## src/rtl/imem_loader_if.sv

```systemverilog
// Byte-stream input, instruction-memory write port and boot status of the program loader.
// The slave modport is the loader side; the master modport is the byte source / system side.
interface imem_loader_if #(
    parameter int unsigned ADDR_WIDTH = 8
);
    logic                  start;
    logic                  rx_valid;
    logic [7:0]            rx_data;
    logic                  rx_ready;
    logic                  imem_we;
    logic [ADDR_WIDTH-1:0] imem_addr;
    logic [31:0]           imem_wdata;
    logic                  cpu_reset;
    logic                  load_done;
    logic                  overflow_err;
    logic [ADDR_WIDTH:0]   word_count;

    modport master (
        output start, rx_valid, rx_data,
        input  rx_ready, imem_we, imem_addr, imem_wdata, cpu_reset, load_done, overflow_err,
               word_count
    );

    modport slave (
        input  start, rx_valid, rx_data,
        output rx_ready, imem_we, imem_addr, imem_wdata, cpu_reset, load_done, overflow_err,
               word_count
    );
endinterface

```

## src/rtl/imem_loader.sv

```systemverilog
// Boot loader: assembles little-endian words from a byte stream, writes them to consecutive
// instruction-memory addresses and holds the CPU in reset until the halt word is stored.
module imem_loader #(
    parameter int unsigned ADDR_WIDTH = 8,
    parameter logic [31:0] HALT_WORD  = 32'hFFFF_FFFF
) (
    input logic          clk,
    input logic          reset,
    imem_loader_if.slave bus
);
    typedef enum logic [1:0] {StRecv, StWrite, StDone, StError} state_e;

    localparam logic [ADDR_WIDTH-1:0] PtrOne   = {{(ADDR_WIDTH-1){1'b0}}, 1'b1};
    localparam logic [ADDR_WIDTH:0]   CountOne = {{ADDR_WIDTH{1'b0}}, 1'b1};

    state_e                state_q, state_d;
    logic [1:0]            byte_idx_q, byte_idx_d;
    logic [ADDR_WIDTH-1:0] ptr_q, ptr_d;
    logic [ADDR_WIDTH:0]   count_q, count_d;
    logic [31:0]           asm_q, asm_d;
    logic [ADDR_WIDTH-1:0] addr_q, addr_d;
    logic [31:0]           wdata_q, wdata_d;

    always_ff @(posedge clk or negedge reset) begin
        if (!reset) begin
            state_q    <= StRecv;
            byte_idx_q <= '0;
            ptr_q      <= '0;
            count_q    <= '0;
            asm_q      <= '0;
            addr_q     <= '0;
            wdata_q    <= '0;
        end else begin
            state_q    <= state_d;
            byte_idx_q <= byte_idx_d;
            ptr_q      <= ptr_d;
            count_q    <= count_d;
            asm_q      <= asm_d;
            addr_q     <= addr_d;
            wdata_q    <= wdata_d;
        end
    end

    always_comb begin
        state_d    = state_q;
        byte_idx_d = byte_idx_q;
        ptr_d      = ptr_q;
        count_d    = count_q;
        asm_d      = asm_q;
        addr_d     = addr_q;
        wdata_d    = wdata_q;

        unique case (state_q)
            StRecv: begin
                if (bus.rx_valid) begin
                    asm_d[{byte_idx_q, 3'b000} +: 8] = bus.rx_data;
                    if (byte_idx_q == 2'd3) begin
                        // Latch the write port here so it holds the last written word afterwards.
                        wdata_d    = {bus.rx_data, asm_q[23:0]};
                        addr_d     = ptr_q;
                        byte_idx_d = 2'd0;
                        state_d    = StWrite;
                    end else begin
                        byte_idx_d = byte_idx_q + 2'd1;
                    end
                end
            end
            StWrite: begin
                count_d = count_q + CountOne;
                if (wdata_q == HALT_WORD) begin
                    state_d = StDone;
                end else if (ptr_q == '1) begin
                    state_d = StError;
                end else begin
                    ptr_d   = ptr_q + PtrOne;
                    state_d = StRecv;
                end
            end
            StDone, StError: begin
                if (bus.start) begin
                    ptr_d      = '0;
                    byte_idx_d = '0;
                    count_d    = '0;
                    asm_d      = '0;
                    state_d    = StRecv;
                end
            end
            default: state_d = StRecv;
        endcase
    end

    // Status decodes straight from state so reset drops the write strobe asynchronously.
    assign bus.rx_ready     = (state_q == StRecv);
    assign bus.imem_we      = (state_q == StWrite);
    assign bus.imem_addr    = addr_q;
    assign bus.imem_wdata   = wdata_q;
    assign bus.cpu_reset    = (state_q != StDone);
    assign bus.load_done    = (state_q == StDone);
    assign bus.overflow_err = (state_q == StError);
    assign bus.word_count   = count_q;
endmodule

```

## src/flat_wrapper.sv

```systemverilog
// flat-port wrapper written by rule: the top's interface ports become plain ports
module imem_loader_flat 
#(
    parameter int unsigned ADDR_WIDTH = 8,
    parameter logic [31:0] HALT_WORD  = 32'hFFFF_FFFF
)
  (clk, reset, bus_start, bus_rx_valid, bus_rx_data, bus_rx_ready, bus_imem_we, bus_imem_addr, bus_imem_wdata, bus_cpu_reset, bus_load_done, bus_overflow_err, bus_word_count);
  imem_loader_if #(.ADDR_WIDTH(ADDR_WIDTH)) bus_i ();
  input logic clk;
  input logic reset;
  input wire logic [$bits(bus_i.start)-1:0] bus_start;
  input wire logic [$bits(bus_i.rx_valid)-1:0] bus_rx_valid;
  input wire logic [$bits(bus_i.rx_data)-1:0] bus_rx_data;
  output wire logic [$bits(bus_i.rx_ready)-1:0] bus_rx_ready;
  output wire logic [$bits(bus_i.imem_we)-1:0] bus_imem_we;
  output wire logic [$bits(bus_i.imem_addr)-1:0] bus_imem_addr;
  output wire logic [$bits(bus_i.imem_wdata)-1:0] bus_imem_wdata;
  output wire logic [$bits(bus_i.cpu_reset)-1:0] bus_cpu_reset;
  output wire logic [$bits(bus_i.load_done)-1:0] bus_load_done;
  output wire logic [$bits(bus_i.overflow_err)-1:0] bus_overflow_err;
  output wire logic [$bits(bus_i.word_count)-1:0] bus_word_count;
  assign bus_i.start = bus_start;
  assign bus_i.rx_valid = bus_rx_valid;
  assign bus_i.rx_data = bus_rx_data;
  assign bus_rx_ready = bus_i.rx_ready;
  assign bus_imem_we = bus_i.imem_we;
  assign bus_imem_addr = bus_i.imem_addr;
  assign bus_imem_wdata = bus_i.imem_wdata;
  assign bus_cpu_reset = bus_i.cpu_reset;
  assign bus_load_done = bus_i.load_done;
  assign bus_overflow_err = bus_i.overflow_err;
  assign bus_word_count = bus_i.word_count;
  imem_loader #(.ADDR_WIDTH(ADDR_WIDTH), .HALT_WORD(HALT_WORD)) u_core (.clk(clk), .reset(reset), .bus(bus_i));
endmodule
```

## config.mk

```make
export PLATFORM = sky130hd
export DESIGN_NAME = imem_loader_flat
export DESIGN_NICKNAME = d
export VERILOG_FILES = /design/src/rtl/imem_loader_if.sv /design/src/rtl/imem_loader.sv /design/src/flat_wrapper.sv
export SDC_FILE = /design/constraint.sdc
export NUM_CORES = 1
export LEC_CHECK = 0
export ABC_AREA = 0
export CAP_MARGIN = 20
export CORE_MARGIN = 1
export CORE_UTILIZATION = 50
export CTS_CLUSTER_SIZE = 16
export DETAILED_ROUTE_END_ITERATION = 8
export GPL_TIMING_DRIVEN = 0
export PLACE_DENSITY = 0.89
export SYNTH_ARGS = -nofsm -noshare
export SYNTH_HDL_FRONTEND = slang
export SYNTH_SLANG_ARGS = --single-unit
```

## constraint.sdc

```tcl
create_clock -name clk -period 2.2 [get_ports clk]
set_input_delay 0.44 -clock clk [delete_from_list [all_inputs] [get_ports clk]]
set_output_delay 0.44 -clock clk [all_outputs]
set_load 0.02 [all_outputs]
```

Word-level counts from Yosys, hierarchy flattened
Index checks and enable logic that the tools add are counted.
{"block": "classes", "add_sub_neg": 4, "n_eq_ne": 12, "n_shift": 2, "mux": 19, "n_reduce_logical": 9}
{"operator": "32-bit 2-to-1 mux", "n": 2}
{"operator": "32-bit case mux with 2 select lines", "n": 1}
{"operator": "32-bit bitwise mux", "n": 1}
{"operator": "32-bit == test (second input constant)", "n": 1}
{"operator": "8-bit by 7-bit variable shift with 32-bit output (first input constant)", "n": 1}
{"operator": "8-bit by 7-bit variable part select with 32-bit output", "n": 1}
{"operator": "8-bit 2-to-1 mux", "n": 3}
{"operator": "9-bit case mux with 2 select lines", "n": 1}
{"operator": "8-bit case mux with 2 select lines", "n": 1}
{"operator": "2-bit 2-to-1 mux", "n": 7}
{"operator": "2-bit inequality test (second input constant)", "n": 5}
{"operator": "9-bit by 1-bit adder with 9-bit output (second input constant)", "n": 1}
{"operator": "9-bit 2-to-1 mux", "n": 1}
{"operator": "3-bit AND reduction", "n": 3}
{"operator": "8-bit by 1-bit adder with 8-bit output (second input constant)", "n": 1}
{"operator": "8-bit == test (second input constant)", "n": 1}
{"operator": "5-bit negation with 7-bit output", "n": 1}
{"operator": "2-bit == test (second input constant)", "n": 3}
{"operator": "2-bit case mux with 3 select lines", "n": 1}
{"operator": "2-bit case mux with 2 select lines", "n": 1}
{"operator": "4-bit AND reduction", "n": 1}
{"operator": "2-bit nonzero test", "n": 2}
{"operator": "2-bit by 1-bit adder with 2-bit output (second input constant)", "n": 1}
{"operator": "2-bit by 1-bit == test with 1-bit output (second input constant)", "n": 1}
{"operator": "other kinds (4)", "n": 4}
{"block": "totals", "reg_bits": 93, "in_bits": 12, "out_inout_bits": 54, "wordCells": 53}

Depth between registers and ports, before layout
{"block": "logic_depth", "ltp_word": 5, "depth_mapped": 7, "mapped_depth_nobuf": 6}

Least setup slack after synthesis
OpenSTA, ideal clock, no wires.
{"block": "synth_path", "path_type": "reg2reg", "from": "reg u_core.state_q[0]", "to": "reg u_core.wdata_q[24] (netlist: u_core.bus.imem_wdata[24])", "setup_time_ns": 0.125, "arrival_time_ns": 1.669, "t_required_ns": 2.075, "path_slack_ns": 0.406, "stages_incl_launch_ff": 6, "n_path_buf": 2, "synth_period_minus_slack_ns": 1.794, "path_cell_list": "dfrtp_1 -> nor2_1 -> and3_1 -> clkbuf_1 -> buf_2 -> mux2_2"}
{"block": "synth_between", "elab_chain_cells": 2}
{"item": "start: declaration", "line_no": "imem_loader.sv:16", "text": "state_e state_q, state_d;"}
{"item": "start signal: assignment", "line_no": "imem_loader.sv:26", "text": "state_q <= StRecv;"}
{"item": "start signal: assignment", "line_no": "imem_loader.sv:34", "text": "state_q <= state_d;"}
{"item": "2-bit logical NOT"}
{"item": "via bus_rx_ready", "line_no": "flat_wrapper.sv:14", "text": "output wire logic [$bits(bus_i.rx_ready)-1:0] bus_rx_ready;"}
{"item": "3-bit AND reduction (no source line)"}
{"item": "end signal: assignment", "line_no": "imem_loader.sv:40", "text": "wdata_q <= wdata_d;"}
{"item": "end: declaration", "line_no": "imem_loader.sv:22", "text": "logic [31:0] wdata_q, wdata_d;"}
The timed path passes the listed nets, and every way through them passes these cells.
A chain may end at the register's enable or synchronous reset.

Worst setup path after layout
{"block": "layout_path", "from": "reg u_core.state_q[1]", "to": "out bus_overflow_err"}
{"block": "layout_between", "elab_chain_cells": 1}
{"item": "2-bit == test", "line_no": "imem_loader.sv:99", "text": "assign bus.overflow_err = (state_q == StError);"}
{"item": "end: declaration", "line_no": "flat_wrapper.sv:20", "text": "output wire logic [$bits(bus_i.overflow_err)-1:0] bus_overflow_err;"}
Every way passes these cells.

==> run metrics <==
status=finished clean; Avg Inst Size Synth=12.1 sq um; Post-Synth Simple-Gate Area=between 10% and 20%; Slew @ Worst Pin=~0.75 ns; die height=between 80 and 90 um; initial antenna violation count=0; worst hold path type=input port to async pin; top area cells in the synthesized netlist=dfrtp_1, mux2_2, a22o_1; io pins=between 60 and 70; CTS HTree Levels=3; Post-CTS Setup Bufs=0; fin util=between 60% and 70%; Post-Syn Area=3640 sq um; Reg clk slew, reported paths=~0.090 ns; Clock Latency Late Sink=roughly 0.35 ns; WL/cell=17.0 um; Slew Limit Fails=0; crit-path max FO=10; max-cap check violation count=0; Achievable Freq=approximately 470 MHz; asr flop ratio synth=100%; Synth Area in Compound Gates=under 10%; worst vdd ir=911 uV; Reg area=about 2100 sq um; largest net degree at the start of global routing=44; DR pass1 iterations=4; post-synth cell types=34; Die ar.=7630 sq um; share of the synthesized area in the top cell type=about three fifths; xor and xnor fraction of the mapped netlist area=less than 1%; Syn Inst Count=approximately 300; vias in the first global route=2734; TritonCTS clock tree=built; Final Hold Viols=0; ant diodes=0; Die W=roughly 87 um; clk buf depth=2; largest family of logic cells by synthesized area=multiplexers; Seq cells post-synth=85; GR Util All Layers=a little under a quarter; Final min period=2.12 ns; FP Rows=30; crit end category=primary output; Num CTS Buffers=9; Leak=just over 2 nW; WP data required=about 1.8 ns; Final Setup Violations=0; share of post-route cells with drive strength above 1=18.8%; Final HPWL DP=5.75 mm; Max Clock Skew=between 0.009 and 0.01 ns; Post-Synth Adder-Cell Area=under 10%; Vias=about 2.7k; sequential area share after synthesis=between 50% and 60%; Pwr per Cell Area=approximately 1400 nW/um^2; startpoint types=flop; critical path arrival=between 1.5 and 2 ns; post-synth net total=320; post-synth top area cell=dfrtp_1; 1st-iter DRT viols=between 100 and 150; Resize count post-CTS=6; DRT Wirelength=slightly above 8 mm; type of the worst setup path=flop to primary output; GPL Wtd Cong=just under 0.8; setup TNS=0 ns; Sink Count=85; Post-synth EDFFs=0; CTS Root Cell=clkbuf_8; Ys Warns=0; post-synthesis mux area share=~14%; Slew HR=48.7%; area taken by multi-input logic gates=1430 sq um; # nets final=397; Filler Cells Inserted=550; DRC=0; Post-DRT Antenna Nets=0; initial core utilization=between 50% and 60%; core area=roughly 6900 sq um; Area growth syn-to-layout=27.7%; Tot Pwr=around 0.0067 W; RSZ-0062 raised after global routing=no; first-pass GRT wire length=approximately 13 mm; routed vias/inst=5.67; CTS Hold Buffers Added=0; grt total ovfl=0; PortBufs=65; Most used DFF post-synth=dfrtp_1; Final Cycle Share=96.4%
[cell usage in the layout, fill, tap and decap left out, drive strengths merged, types with 2 or more instances in the layout]
cell	count
dfrtp	85
clkdlybuf4s50	60
mux2	41
nand2	33
o21ai	25
a22o	17
clkbuf	17
nand4	10
nor2	9
nor3	9
inv	9
buf	8
ha	7
mux2i	6
and3	5
nand3b	5
a21oi	4
a31oi	3
o22ai	3
nand3	3
dlymetal6s2s	3
nand2b	3
and4	3
and2	2
nor4	2
clkinvlp	2
[synthesized netlist by cell type, drive strengths merged (4+ instances only)]
cell type	number
dfrtp	85
nand4	10
clkbuf	6
nor3	9
nand3b	5
a21oi	4
nand2	33
mux2i	6
o21ai	25
buf	6
nor2	9
a22o	17
inv	8
mux2	41
ha	7
and3	5
[cells by family after synthesis]
kind of cell / after synthesis
mux: 47
compound gates: 54
simple gates: 86
flops: 85
buf+inv: 20
fa+ha+maj: 7
xor+xnor: 2
[through the flow]
stage          area (sq um)  cells  hold slack [ns]  setup WS [ns]
6_report               4650    479           0.0906         0.0788
3_3_place_gp           4410    462            0.461          -2.18
3_5_place_dp           4430    463            0.461         -0.211
2_1_floorplan          3640    301            0.144          0.406
4_1_cts                4640    479           0.0832         0.0143
5_1_grt                4650    479            0.108         0.0158
[power by group]
group          leakage [nW]  switching [W]  internal, W
Clock                0.0959       0.000552     0.000559
Sequential             1.08       0.000531      0.00219
Combinational         0.886        0.00142      0.00143
Total                  2.06        0.00251      0.00417
[state kept, by name (all words and copies together) (netlist names)]
name                   cells
u_core.ptr_q               8
u_core.bus.imem_addr       8
u_core.state_q             2
u_core.asm_q              24
u_core.bus.imem_wdata     32
u_core.byte_idx_q          2
u_core.bus.word_count      9
[critical path, stage by stage (launching register included)]
cell and delay (ns):
dfrtp_2 0.43, clkbuf_4 0.24, clkbuf_4 0.22, and2_1 0.13, dlygate4sd2_1 0.32
[cell type report]
| cell class | count | area share, % |
|---|---|---|
| repair buffers | 66 | 14.5 |
| plain buffers | 12 | 1.35 |
| clock inverters | 5 | 1.26 |
| inverters | 8 | 0.700 |
| clock buffers | 11 | 3.04 |
| multi-input cells | 196 | 30.8 |
| well taps | 96 | 2.58 |
| flip-flops and latches | 85 | 45.8 |
[worst paths after layout]
check / slack, ns / endpoint / cells past startpoint / start
worst min register to register: 0.49 / u_core.asm_q[17] / 2 / u_core.asm_q[17]
worst min-delay path: 0.09 / u_core.bus.imem_wdata[2] / 1 / reset
min in group clk: 0.49 / u_core.asm_q[17] / 2 / u_core.asm_q[17]
worst max-delay path: 0.08 / bus_overflow_err / 4 / u_core.state_q[1]
worst max register to register: 0.12 / u_core.asm_q[22] / 7 / u_core.byte_idx_q[0]
max in group asynchronous: 1.49 / u_core.asm_q[5] / 2 / reset
[routing by layer]
metal | global-route usage, % | part of all wire [%] | vias up
li1 | - | - | 1243
met1 | 29.5 | 45 | 1377
met2 | 38.4 | 49 | 86
met3 | 4.45 | 4.9 | 10
met4 | 8.49 | 1.0 | 0
met5 | 0 | 0 | -
(Power assumes the default switching activity.)
==> patch (same settings) <==
Re-encode `state_e` (4 states) as one-hot, 4 bits wide.
--- a/src/rtl/imem_loader.sv
+++ b/src/rtl/imem_loader.sv
@@ -10,3 +10,3 @@
 );
-    typedef enum logic [1:0] {StRecv, StWrite, StDone, StError} state_e;
+    typedef enum logic [3:0] {StRecv = 4'b0001, StWrite = 4'b0010, StDone = 4'b0100, StError = 4'b1000} state_e;
 
Check against the original RTL: no difference found for any inputs over 10 cycles, from zero or initial values and one cycle with reset low; not proved beyond that.
==> patch against the unedited design <==
Non-clock buffer count stayed put. Sequential cell count grew 2. Critical path type unchanged. Register-to-register slack hardly changed. Routed wire length increased by 6.1%. Setup slack lost 22 ps. Total power fell by 6.8%. Final area up 4.3%. Synthesized area rose by 4.4%. Synthesized cell count grew 2.0%. First-iteration DRC count decreased by 7.2%. Die area is 4.3% higher. Critical endpoint is now bus_imem_we. Global-route usage increased by 1.2 points.
==> patch: results (changes against the unedited design) <==
| Metric | Value |
|---|---|
| Outcome | finished, final reports clean |
| Worst vdd ir | 780 µV (-14%) |
| Yosys warns | 0 (unchanged) |
| GPL Wtd Cong | 0.845 (+6.5%) |
| Setup slack of the most critical reg-to-reg path | 120 ps (about the same) |
| Total global routing track utilization | 0.241 (+0.0120) |
| Clock insertion delay at the later pin of the skew report | 360 ps |
| Placed wire-length estimate | 6160 µm (+7.1%) |
| Sw Pwr | 2.29 mW (-8.7%) |
| Wirelength per Cell | 17.7 µm (+3.9%) |
| Vias/cell | 5.71 (+0.62%) |
| Ranking of synthesized cells by instance count | sky130_fd_sc_hd__dfrtp_1, sky130_fd_sc_hd__mux2_2, sky130_fd_sc_hd__nand2_1 |
| Largest fanout on the critical path | 9 (-1) |
| Top area cells in the synthesized netlist | sky130_fd_sc_hd__dfrtp_1, sky130_fd_sc_hd__mux2_2, sky130_fd_sc_hd__a22o_1, sky130_fd_sc_hd__nand2_1, sky130_fd_sc_hd__ha_1 |
| Async set-reset flop share out of synthesis | 1.00 (unchanged) |
| Worst Tran Pin Value | 604 ps (-144 ps) |
| Share of cells above drive strength 1 | 0.226 (+0.0377) |
| DRT iter0 DRCs | 128 (-7.2%) |
| Placed standard-cell area | 0.00461 mm² (+4.0%) |
| Pin count of the biggest net entering global routing | 58 (+32%) |
| Number of antenna violations at the first check in global routing | 0 (unchanged) |
| Wire length of the first global-routing pass | 14100 µm (+6.5%) |
| Count of TritonRoute iterations in the first routing pass | 4 (unchanged) |
| Start of the worst register-to-register path | u_core.state_q[2]$_DFFE_PN0P_ |
| # nets final | 404 (+1.8%) |
| Worst-path cell with the longest stage delay | sky130_fd_sc_hd__or4_4 |
| Highest cell delay on the worst timing path | 580 ps (+150 ps) |
| Clock Skews | 12.3 ps (+3.19 ps) |
| Most frequent cell on the critical path | sky130_fd_sc_hd__buf_6 |
| CTS buffer count | 9 (unchanged) |
| Worst path arrival time | 1700 ps (+20 ps) |
| Largest register FFs | 32 (unchanged) |
| EDFF count, synth | 0 (unchanged) |
| Input/output buffers | 65 (unchanged) |
| Number of levels the H-tree was split into | 3 (unchanged) |
| Number of nets in the synthesized netlist | 326 (+1.9%) |
| Count of cell types in the netlist | 45 (+32%) |
| Count of inserted antenna diode cells | 0 (unchanged) |
| Number of global-route vias before repair | 2842 (+4.0%) |
| Worst R2R End | u_core.ptr_q[3]$_DFFE_PN0P_ |
| Clock tree root driver cell | sky130_fd_sc_hd__clkbuf_8 |
| Count of final setup violators | 0 (unchanged) |
| Leakage Power | 2.16 nW (+4.8%) |
| Class of the tightest hold or removal check | primary input to async pin |
| Worst reg2reg path depth | 8 (+1) |
| Hold Fails Final Rpt | 0 (unchanged) |
| Maximum clock insertion buffer count | 2 (unchanged) |
| Part of the Yosys area used for sequential elements | 0.573 (-0.0109) |
patch: how the worst max path moves through the flow:
| stage | cells past startpoint | slack [ps] | to | startpoint |
|---|---|---|---|---|
| finish | 4 | 60 | bus_imem_we | u_core.state_q[2]$_DFFE_PN0P_ |
| floorplan | 5 | 130 | u_core.bus.imem_wdata[24]$_DFFE_PN0P_ | u_core.state_q[0]$_DFFE_PN1P_ |
| global route | 7 | -20 | u_core.asm_q[5]$_DFFE_PN0P_ | u_core.state_q[3]$_DFFE_PN0P_ |
| global placement | 1 | -2270 | u_core.bus.imem_wdata[8]$_DFFE_PN0P_ | reset |
| CTS | 5 | -4 | bus_imem_we | u_core.state_q[2]$_DFFE_PN0P_ |
| detailed placement | 5 | -400 | u_core.asm_q[11]$_DFFE_PN0P_ | bus_start |
patch: repair_timing:
| item | CTS | global route |
|---|---|---|
| endpoints found under the setup margin | 16 | 20 |
| pin swaps | 1 | 1 |
| cloned | 0 | 0 |
| resized for setup | 20 | 6 |
| buffers inserted | 1 | 1 |
patch: final cells by class:
| cell class | instances | area (µm²) |
|---|---|---|
| fillers | 559 | 2440 |
| flip-flops and latches | 87 | 2180 |
| multi-input cells | 200 | 1560 |
| repair buffers | 68 | 682 |
| clock buffers | 10 | 128 |
| well taps | 99 | 124 |
| clock inverters | 6 | 68.8 |
| plain buffers | 10 | 61.3 |
| inverters | 9 | 41.3 |
patch: metal layers:
layer	share of wire	up-vias	GRT usage	wire length [µm]
met5	0	-	0	0
met4	0.020	0	0.102	176
met1	0.42	1403	0.297	3630
met3	0.061	19	0.0591	526
met2	0.50	97	0.405	4320
li1	-	1271	-	-
patch: through the flow:
| stage | std cells | worst slack, ps | total power, mW | hold WS, ps |
|---|---|---|---|---|
| after floorplan | 307 | 129 | 3.95 | 144 |
| after global placement | 471 | -2270 | 4.95 | 465 |
| after detailed placement | 472 | -399 | 5.08 | 400 |
| after CTS | 489 | -3.97 | 6.22 | 10.6 |
| after global routing | 489 | -15.7 | 6.57 | 26.7 |
| final | 489 | 57.3 | 6.23 | 9.21 |
patch: kinds of logic after synthesis:
group	count (synthesis)	synth area share
buf+inv	20	0.0300
mux	43	0.126
simple gates	89	0.131
fa+ha+maj	7	0.0230
flops	87	0.573
xor+xnor	6	0.0138
compound gates	55	0.103
patch: power groups by stage:
stage	Sequential, mW	Clock [mW]	Combinational (mW)
after global routing	2.76	1.18	2.62
after global placement	2.67	0	2.28
after CTS	2.68	1.12	2.42
final	2.69	1.11	2.43
after floorplan	3.03	0	0.918
after detailed placement	2.70	0	2.38
patch: worst max-delay path, delay by kind of cell, from the launching register on:
family | cells | cell delay [ps]
buffers and inverters | 3 | 380
DFF | 1 | 380
and+or+nand+nor | 1 | 580
